**src/rtl/sdram_port_arbiter.sv**
```systemverilog
// Round-robin arbiter sharing the single sdram_controller request/ack port among
// NUM_PORTS requesters, with one transaction in flight and a sticky no-ack watchdog.
module sdram_port_arbiter #(
  parameter int NUM_PORTS       = 2,
  parameter int FPGA_ADDR_WIDTH = 23,
  parameter int FPGA_DATA_WIDTH = 32,
  parameter int TIMEOUT_CYCLES  = 1024
) (
  input  logic                                 fpga_clk,
  input  logic                                 fpga_reset,
  input  logic [NUM_PORTS-1:0]                 m_req,
  input  logic [NUM_PORTS-1:0]                 m_wr_en,
  input  logic [NUM_PORTS-1:0]                 m_rd_en,
  input  logic [NUM_PORTS*FPGA_ADDR_WIDTH-1:0] m_addr,
  input  logic [NUM_PORTS*FPGA_DATA_WIDTH-1:0] m_wr_data,
  output logic [NUM_PORTS-1:0]                 m_ack,
  output logic [FPGA_DATA_WIDTH-1:0]           m_rd_data,
  output logic                                 fpga_req,
  output logic                                 fpga_wr_en,
  output logic                                 fpga_rd_en,
  output logic [FPGA_ADDR_WIDTH-1:0]           fpga_addr,
  output logic [FPGA_DATA_WIDTH-1:0]           fpga_wr_data,
  input  logic                                 fpga_ack,
  input  logic [FPGA_DATA_WIDTH-1:0]           fpga_rd_data,
  output logic                                 busy,
  output logic                                 illegal_err,
  output logic                                 timeout_err
);

  localparam int GW       = $clog2(NUM_PORTS);
  localparam int WD_LIMIT = (TIMEOUT_CYCLES > 0) ? TIMEOUT_CYCLES : 1;
  localparam int WDW      = $clog2(WD_LIMIT + 1);

  typedef enum logic [1:0] {IDLE, WAIT_ACK, RELEASE} state_t;

  state_t           state, state_nxt;
  logic [GW-1:0]    last_grant;
  logic [GW-1:0]    grant;
  logic             grant_valid;
  logic [GW:0]      cand;
  logic [NUM_PORTS-1:0] eligible;
  logic [WDW-1:0]   wd_cnt;

  // Scan ports starting just after the previous winner so every requester gets a turn.
  always_comb begin
    eligible    = m_req & (m_wr_en ^ m_rd_en);
    grant       = last_grant;
    grant_valid = 1'b0;
    cand        = '0;
    for (int i = 1; i <= NUM_PORTS; i++) begin
      cand = {1'b0, last_grant} + (GW+1)'(i);
      if (cand >= (GW+1)'(NUM_PORTS))
        cand = cand - (GW+1)'(NUM_PORTS);
      if (!grant_valid && eligible[cand[GW-1:0]]) begin
        grant_valid = 1'b1;
        grant       = cand[GW-1:0];
      end
    end
  end

  always_comb begin
    state_nxt = state;
    case (state)
      IDLE:     if (grant_valid) state_nxt = WAIT_ACK;
      WAIT_ACK: if (fpga_ack)    state_nxt = RELEASE;
      RELEASE:                   state_nxt = IDLE;
      default:                   state_nxt = IDLE;
    endcase
  end

  always_ff @(posedge fpga_clk or posedge fpga_reset) begin
    if (fpga_reset) state <= IDLE;
    else            state <= state_nxt;
  end

  assign busy = (state != IDLE);

  always_ff @(posedge fpga_clk or posedge fpga_reset) begin
    if (fpga_reset) begin
      last_grant   <= GW'(NUM_PORTS - 1);
      fpga_req     <= 1'b0;
      fpga_wr_en   <= 1'b0;
      fpga_rd_en   <= 1'b0;
      fpga_addr    <= '0;
      fpga_wr_data <= '0;
      m_ack        <= '0;
      m_rd_data    <= '0;
      wd_cnt       <= '0;
      illegal_err  <= 1'b0;
      timeout_err  <= 1'b0;
    end else begin
      m_ack <= '0;
      if (|(m_req & ~(m_wr_en ^ m_rd_en)))
        illegal_err <= 1'b1;
      case (state)
        IDLE: begin
          if (grant_valid) begin
            fpga_req     <= 1'b1;
            fpga_wr_en   <= m_wr_en[grant];
            fpga_rd_en   <= m_rd_en[grant];
            fpga_addr    <= m_addr[grant*FPGA_ADDR_WIDTH +: FPGA_ADDR_WIDTH];
            fpga_wr_data <= m_wr_data[grant*FPGA_DATA_WIDTH +: FPGA_DATA_WIDTH];
            last_grant   <= grant;
            wd_cnt       <= '0;
          end
        end
        WAIT_ACK: begin
          // The watchdog only flags a stuck controller; the transaction is never aborted.
          if (wd_cnt != WDW'(WD_LIMIT))
            wd_cnt <= wd_cnt + 1'b1;
          if (TIMEOUT_CYCLES != 0 && wd_cnt == WDW'(WD_LIMIT - 1))
            timeout_err <= 1'b1;
          if (fpga_ack) begin
            fpga_req          <= 1'b0;
            fpga_wr_en        <= 1'b0;
            fpga_rd_en        <= 1'b0;
            m_ack[last_grant] <= 1'b1;
            if (fpga_rd_en)
              m_rd_data <= fpga_rd_data;
          end
        end
        default: ;
      endcase
    end
  end

endmodule

```
**config.mk**
```make
export PLATFORM = sky130hd
export DESIGN_NAME = sdram_port_arbiter
export DESIGN_NICKNAME = d
export VERILOG_FILES = /design/src/rtl/sdram_port_arbiter.sv
export SDC_FILE = /design/constraint.sdc
export NUM_CORES = 1
export LEC_CHECK = 0
export ABC_AREA = 1
export ABC_CLOCK_PERIOD_IN_PS = 10070
export BUFFER_PORTS_ARGS = -buffer_cell sky130_fd_sc_hd__buf_2
export CORE_MARGIN = 5
export CORE_UTILIZATION = 51
export CTS_CLUSTER_DIAMETER = 30
export DETAILED_ROUTE_END_ITERATION = 8
export PLACE_DENSITY = 0.95
export SYNTH_ARGS = -nofsm -noshare
export SYNTH_HDL_FRONTEND = slang
export SYNTH_SLANG_ARGS = --single-unit
```
**constraint.sdc**
```tcl
create_clock -name fpga_clk -period 10.07 [get_ports fpga_clk]
set_input_delay 1.5105 -clock fpga_clk [delete_from_list [all_inputs] [get_ports fpga_clk]]
set_output_delay 1.5105 -clock fpga_clk [all_outputs]
set_load 0.05 [all_outputs]
```
# Word level (Yosys, flattened, before mapping)
# Index checks and enable logic that the tools add are counted.
# totals
ff_bits,108
inputBits,151
out_inout_bits,95
wordCells,81
# classes
add_sub_neg,5
n_mul,1
order_cmp,7
eq_ne,6
n_shift,2
n_mux,31
bitwise,4
reduce_logical,13
# ops
operator,count
$shiftx A64 B7 Y32,1
$shiftx A46 B7 Y23,1
$mux W11,2
$pmux W11 S2,1
$mux W1,19
$add A11 B1 Y11 const B,1
$eq A11 B10 Y1 const B,1
$ne A11 B11 Y1 const B,1
$reduce_and A3 Y1,3
$lt A1 B2 Y1 const B,4
$mux W2,4
$mul A1 B5 Y6 const B,1
$ne A2 B2 Y1 const B,3
$pmux W1 S2,3
$reduce_and A2 Y1,3
$and A2 B2 Y2,2
$ge A2 B2 Y1 const B,2
$pmux W2 S2,1
$reduce_bool A2 Y1,2
$add A1 B1 Y2 const B,1
$add A1 B2 Y2 const B,1
$eq A2 B1 Y1 const B,1
$logic_and A1 B1 Y1,2
$logic_not A2 Y1,1
other kinds (7),8

# Longest topological paths before layout
# depth
ltp_word,13
mapped_depth,10
ltp_nobuf,10

# Least setup slack after synthesis
# Ideal clock, no wire load.
# synth_path
path_type,input-to-reg
start,input m_wr_en[1]
end,register fpga_addr[17]
setup_ns,0.127
arrival_ns,2.239
t_required_ns,9.943
path_slack_ns,7.704
cell_stages,8
path_buffers,2
cell_sequence,nand2_1 -> nand3_2 -> nand2_1 -> nand2_1 -> buf_4 -> buf_4 -> nand2_1 -> o21ai_0
# synth_via
elab_chain_len,10
word_cells_on_any_way,15
cone_classes,mul (1); shift (1); mux (8); bitwise (2); reduce/logical (3)
# synth_lines
element,line,rtl
start: declaration,12,"input logic [NUM_PORTS-1:0] m_wr_en,"
$xor A2 B2 Y2 *,46,eligible = m_req & (m_wr_en ^ m_rd_en);
$and A2 B2 Y2 *,46,
$mux W1 (implied by the code) (2 in a row),54,if (!grant_valid && eligible[cand[GW-1:0]]) begin
$mux W1,54,
$logic_not A1 Y1,54,
$logic_and A1 B1 Y1,54,
$mux W1,54,
$mul A1 B5 Y6,101,fpga_addr <= m_addr[grant*FPGA_ADDR_WIDTH +: FPGA_ADDR_WIDTH];
$shiftx A46 B7 Y23,101,
end signal: assignment,101,
end: declaration,21,"output logic [FPGA_ADDR_WIDTH-1:0] fpga_addr,"
# Mark *: on every way between the ends. The rest lies on a longest branch, timed or not. The select of a mux whose other input is x is not followed.
# A chain may end at the register's enable or synchronous reset.

# Worst setup path after layout
# layout_path
start,input m_wr_en[0]
end,register fpga_addr[20]
# Same word-level chain as after synthesis.

==> results.md <==
- Summed over all cells, the static leakage comes to 3.878 nW.
- The main flop type after synthesis is dfrtp_1.
- The share of post-route cells with drive strength above 1 is 30.22%.
- The initial antenna violation count is 0.
- The total of buffers placed on input and output ports is 245.
- The routing usage on met1 is 28.59%.
- The category of the most critical setup path is in2reg.
- Global routing consumed, on the met2 layer, 37.23% of the routing resources.
- The placed instances occupy a cell area of 6461 um^2.
- The multi-input combinational cells in the finished layout cover a total of 2039 um^2.
- met2 is the most crowded layer.
- The count of different cell masters after synthesis is 23.
- The switching part of the total power is 56.34%.
- Summing all flip-flop and latch instances after layout gives 2704 um^2.
- The detail-routed net length per standard cell is 13.12 um.
- Of the synthesized area, sequential elements account for 51.45%.
- Leaving out fill and tap cells, the most frequent cells in the layout are nand2_1 (270), buf_2 (245), dfrtp_1 (107).
- Compared with the post-synthesis result, the final layout area differs by 26.71%.
- The instance count of the mapped netlist is 701.
- Counting every net in the synthesized netlist gives 854.
- For the final database, setup skew stands at 7.874 ps.
- TritonCTS built the clock tree.
- The share of synthesized registers carrying an async set or reset is 100.0%.
- The clock tree synthesis step divided the H-tree into 3 levels.
- The number of flip-flops and latches in the synthesized netlist is 108.
- In the global route stage, overall resource usage came out at 21.98%.
- The worst setup path is captured at a flip-flop.
- The number of nets at the end of the flow is 1,078.
- For the pin with the worst max-slew slack, the measured transition is 1072 ps.
- The met3 track demand over resource in global routing is 5.761%.
- For this block, the via count after detailed routing is 5,122.
- The tool flagged a number of max-cap violations equal to 0.
- The setup violation total in the final timing report is 0.
- Once layout is done, the placed cells without fillers occupy 6659 um^2.
- The worst hold path class is reg2reg.
- The worst endpoint data arrival time is 3090 ps.
- The area enclosed by the die boundary is 12,430 um^2.
- The horizontal die dimension is 111.5 um.
- The number of detailed-route iterations in the first pass is 5.
- The setup fix buffers added after clock tree synthesis is 0.
- The area of the core region is 10,180 um^2.
- The number of endpoints with negative hold slack in the final report was 0.
- The number of pins exceeding their max-slew limit in the final report is 0.
- The mapped netlist covers 5255 um^2.
- The first global-routing pass estimated 22.91 mm of wire.
- The synthesized design contains 0 enable-type register cells.
- The maximum number of pins on one net before global-route repair is 113.
- The largest fanout on the critical path is 112.
- The run finished with clean final reports.
- The most common library cell in the layout ignoring fill and taps is nand2_1.
- The count of hold buffers inserted by post-cts repair is 0.
- The headroom to the max-slew limit is 28.54%.
- The peak ir drop on the vdd network is 216.5 uV.
- The remaining design rule violation count is 0.
- Setup repair after global routing left no endpoint under its margin.
- The number of I/O pins is 246.
- The share of total power dissipated in combinational logic is 57.1%.
- The total overflow left after global routing is 0.
- Data on the critical path is required at its endpoint by 10,320 ps.
- For this design the ratio of total power to cell area is 344.1 nW/um^2.
- The final critical-path required period is 2837 ps.
- The final-layout setup total negative slack is 0 ps.
- The clock root buffer master is clkbuf_8.
- The tightest hold path in the finished design has a slack of 476.3 ps.
- Per report_power, the sequential group accounts for 31.3% of the total.
- The total clock sinks is 108.
- The wire-length estimate of the detail-placed layout is 10.17 mm.
- The violation count after the first detailed-routing iteration is 280.
- The post-detailed-route count of antenna-violating nets is 0.
- The filler cells instantiated in the layout total 857.
- Averaged over all synthesized cells, the footprint is 7.496 um^2.
- Timing would allow up to 0.3525 GHz.
- The routability congestion estimate is 0.8461.
- The repair_antennas step left the layout with diodes totalling 0.
- The CTS clock-pin slew for the worst setup and hold paths is 110 ps.
- The net switching component of the power is 1.291 mW.
- Counting the buffers created by CTS gives 9.
- The die extent in y is 111.5 um.
- The number of vias per cell after detailed routing is 4.805.
- The share of total power dissipated in the clock network is 11.6%.
- The number of global-route vias before repair came to 4,866.
- In this run, post-CTS repair resized a total of 0 instances.
- The total of warnings raised by yosys is 0.
- The maximum clock insertion buffer count is 2.
- The share of the clock period used by the worst path is 28.17%.
- Cell internal power was estimated by the tool at 1.001 mW.
- The overall routed net length is 13.99 mm.
- At the later pin of the worst-skew pair, clock insertion delay measures 370 ps.
- After floorplanning, the core was divided into 37 placement rows.
- The initial utilization of the core area, before any placement, comes to 51.60%.
- STA classifies the critical path startpoint as a primary input.
[stage by stage]
step                total power, mW  setup WS, ps  utilization, %  cells
floorplan                     1.743          5716               -    701
global placement              2.013          6950           63.44   1050
detailed placement            2.042          6837           63.44   1050
CTS                           2.308          7214           65.38   1066
global route                  2.438          7038           65.38   1066
finish                        2.292          7233           65.38   1066
[flip-flops by register name (all words and copies together), names as in the netlist, 2 cells and up]
signal / count
fpga_wr_data: 32
fpga_addr: 23
m_rd_data: 32
state: 2
m_ack: 2
wd_cnt: 11
[power groups by stage]
stage	sequential, mW	combinational, mW	clock (mW)
6_report	0.718	1.31	0.265
5_1_grt	0.744	1.41	0.289
4_1_cts	0.716	1.32	0.272
3_5_place_dp	0.720	1.32	0
3_3_place_gp	0.718	1.30	0
2_1_floorplan	1.33	0.408	0
[routing by layer]
| metal | routed length, um | vias to the layer above | share of wire [%] |
|---|---|---|---|
| li1 | - | 2587 | - |
| met1 | 5678 | 2298 | 41 |
| met2 | 6943 | 221 | 50 |
| met3 | 1185 | 16 | 8.5 |
| met4 | 178 | 0 | 1.3 |
| met5 | 0 | - | 0 |
[final timing paths]
kind | end | slack [ps] | from | depth (start not counted)
max | fpga_addr[20] | 7230 | m_wr_en[0] | 9
min | m_rd_data[0] | 480 | m_rd_data[0] | 2
max reg2reg | m_rd_data[18] | 7810 | state[1] | 8
min reg2reg | m_rd_data[0] | 480 | m_rd_data[0] | 2
max in group asynchronous | m_rd_data[31] | 7680 | fpga_reset | 3
min in group asynchronous | fpga_addr[12] | 1160 | fpga_reset | 2
[critical path, cell delays in order]
cell and delay, ps:
buf_2 110, inv_1 90, nand2_2 80, nand3_2 80, nand2_1 90, nand2_4 720
nand2_1 140, nand2_1 100, o21ai_0 90
[Yosys cell counts (5+ instances only)]
master | number | area share, %
buf_2 | 19 | 1.8
buf_4 | 6 | 0.86
buf_6 | 6 | 1.3
dfrtp_1 | 107 | 51
inv_1 | 74 | 5.3
inv_2 | 5 | 0.36
nand2_1 | 271 | 19
nand2_2 | 6 | 0.71
nand3_1 | 53 | 5.0
nor2_1 | 68 | 4.9
o21ai_0 | 16 | 1.5
o21ai_1 | 49 | 4.7
[layout make-up]
cell class              instances  share of cell area [%]
repair buffers                248                   18.75
inverters                      79                   4.491
well taps                     136                   2.555
flip-flops and latches        108                   40.60
clock buffers                   9                   1.860
multi-input cells             479                   30.63
clock inverters                 7                   1.109
[cells by family after synthesis]
family | count (synthesis) | synth area share [%]
AOI/OAI and AO/OA | 68 | 6.715
xor gates and xnor gates | 1 | 0.1667
adders and majority gates | 2 | 0.4761
buffers and inverters | 114 | 9.881
DFF | 108 | 51.45
and+or+nand+nor | 408 | 31.31
Note: power is estimated with default switching activity, not from simulation.
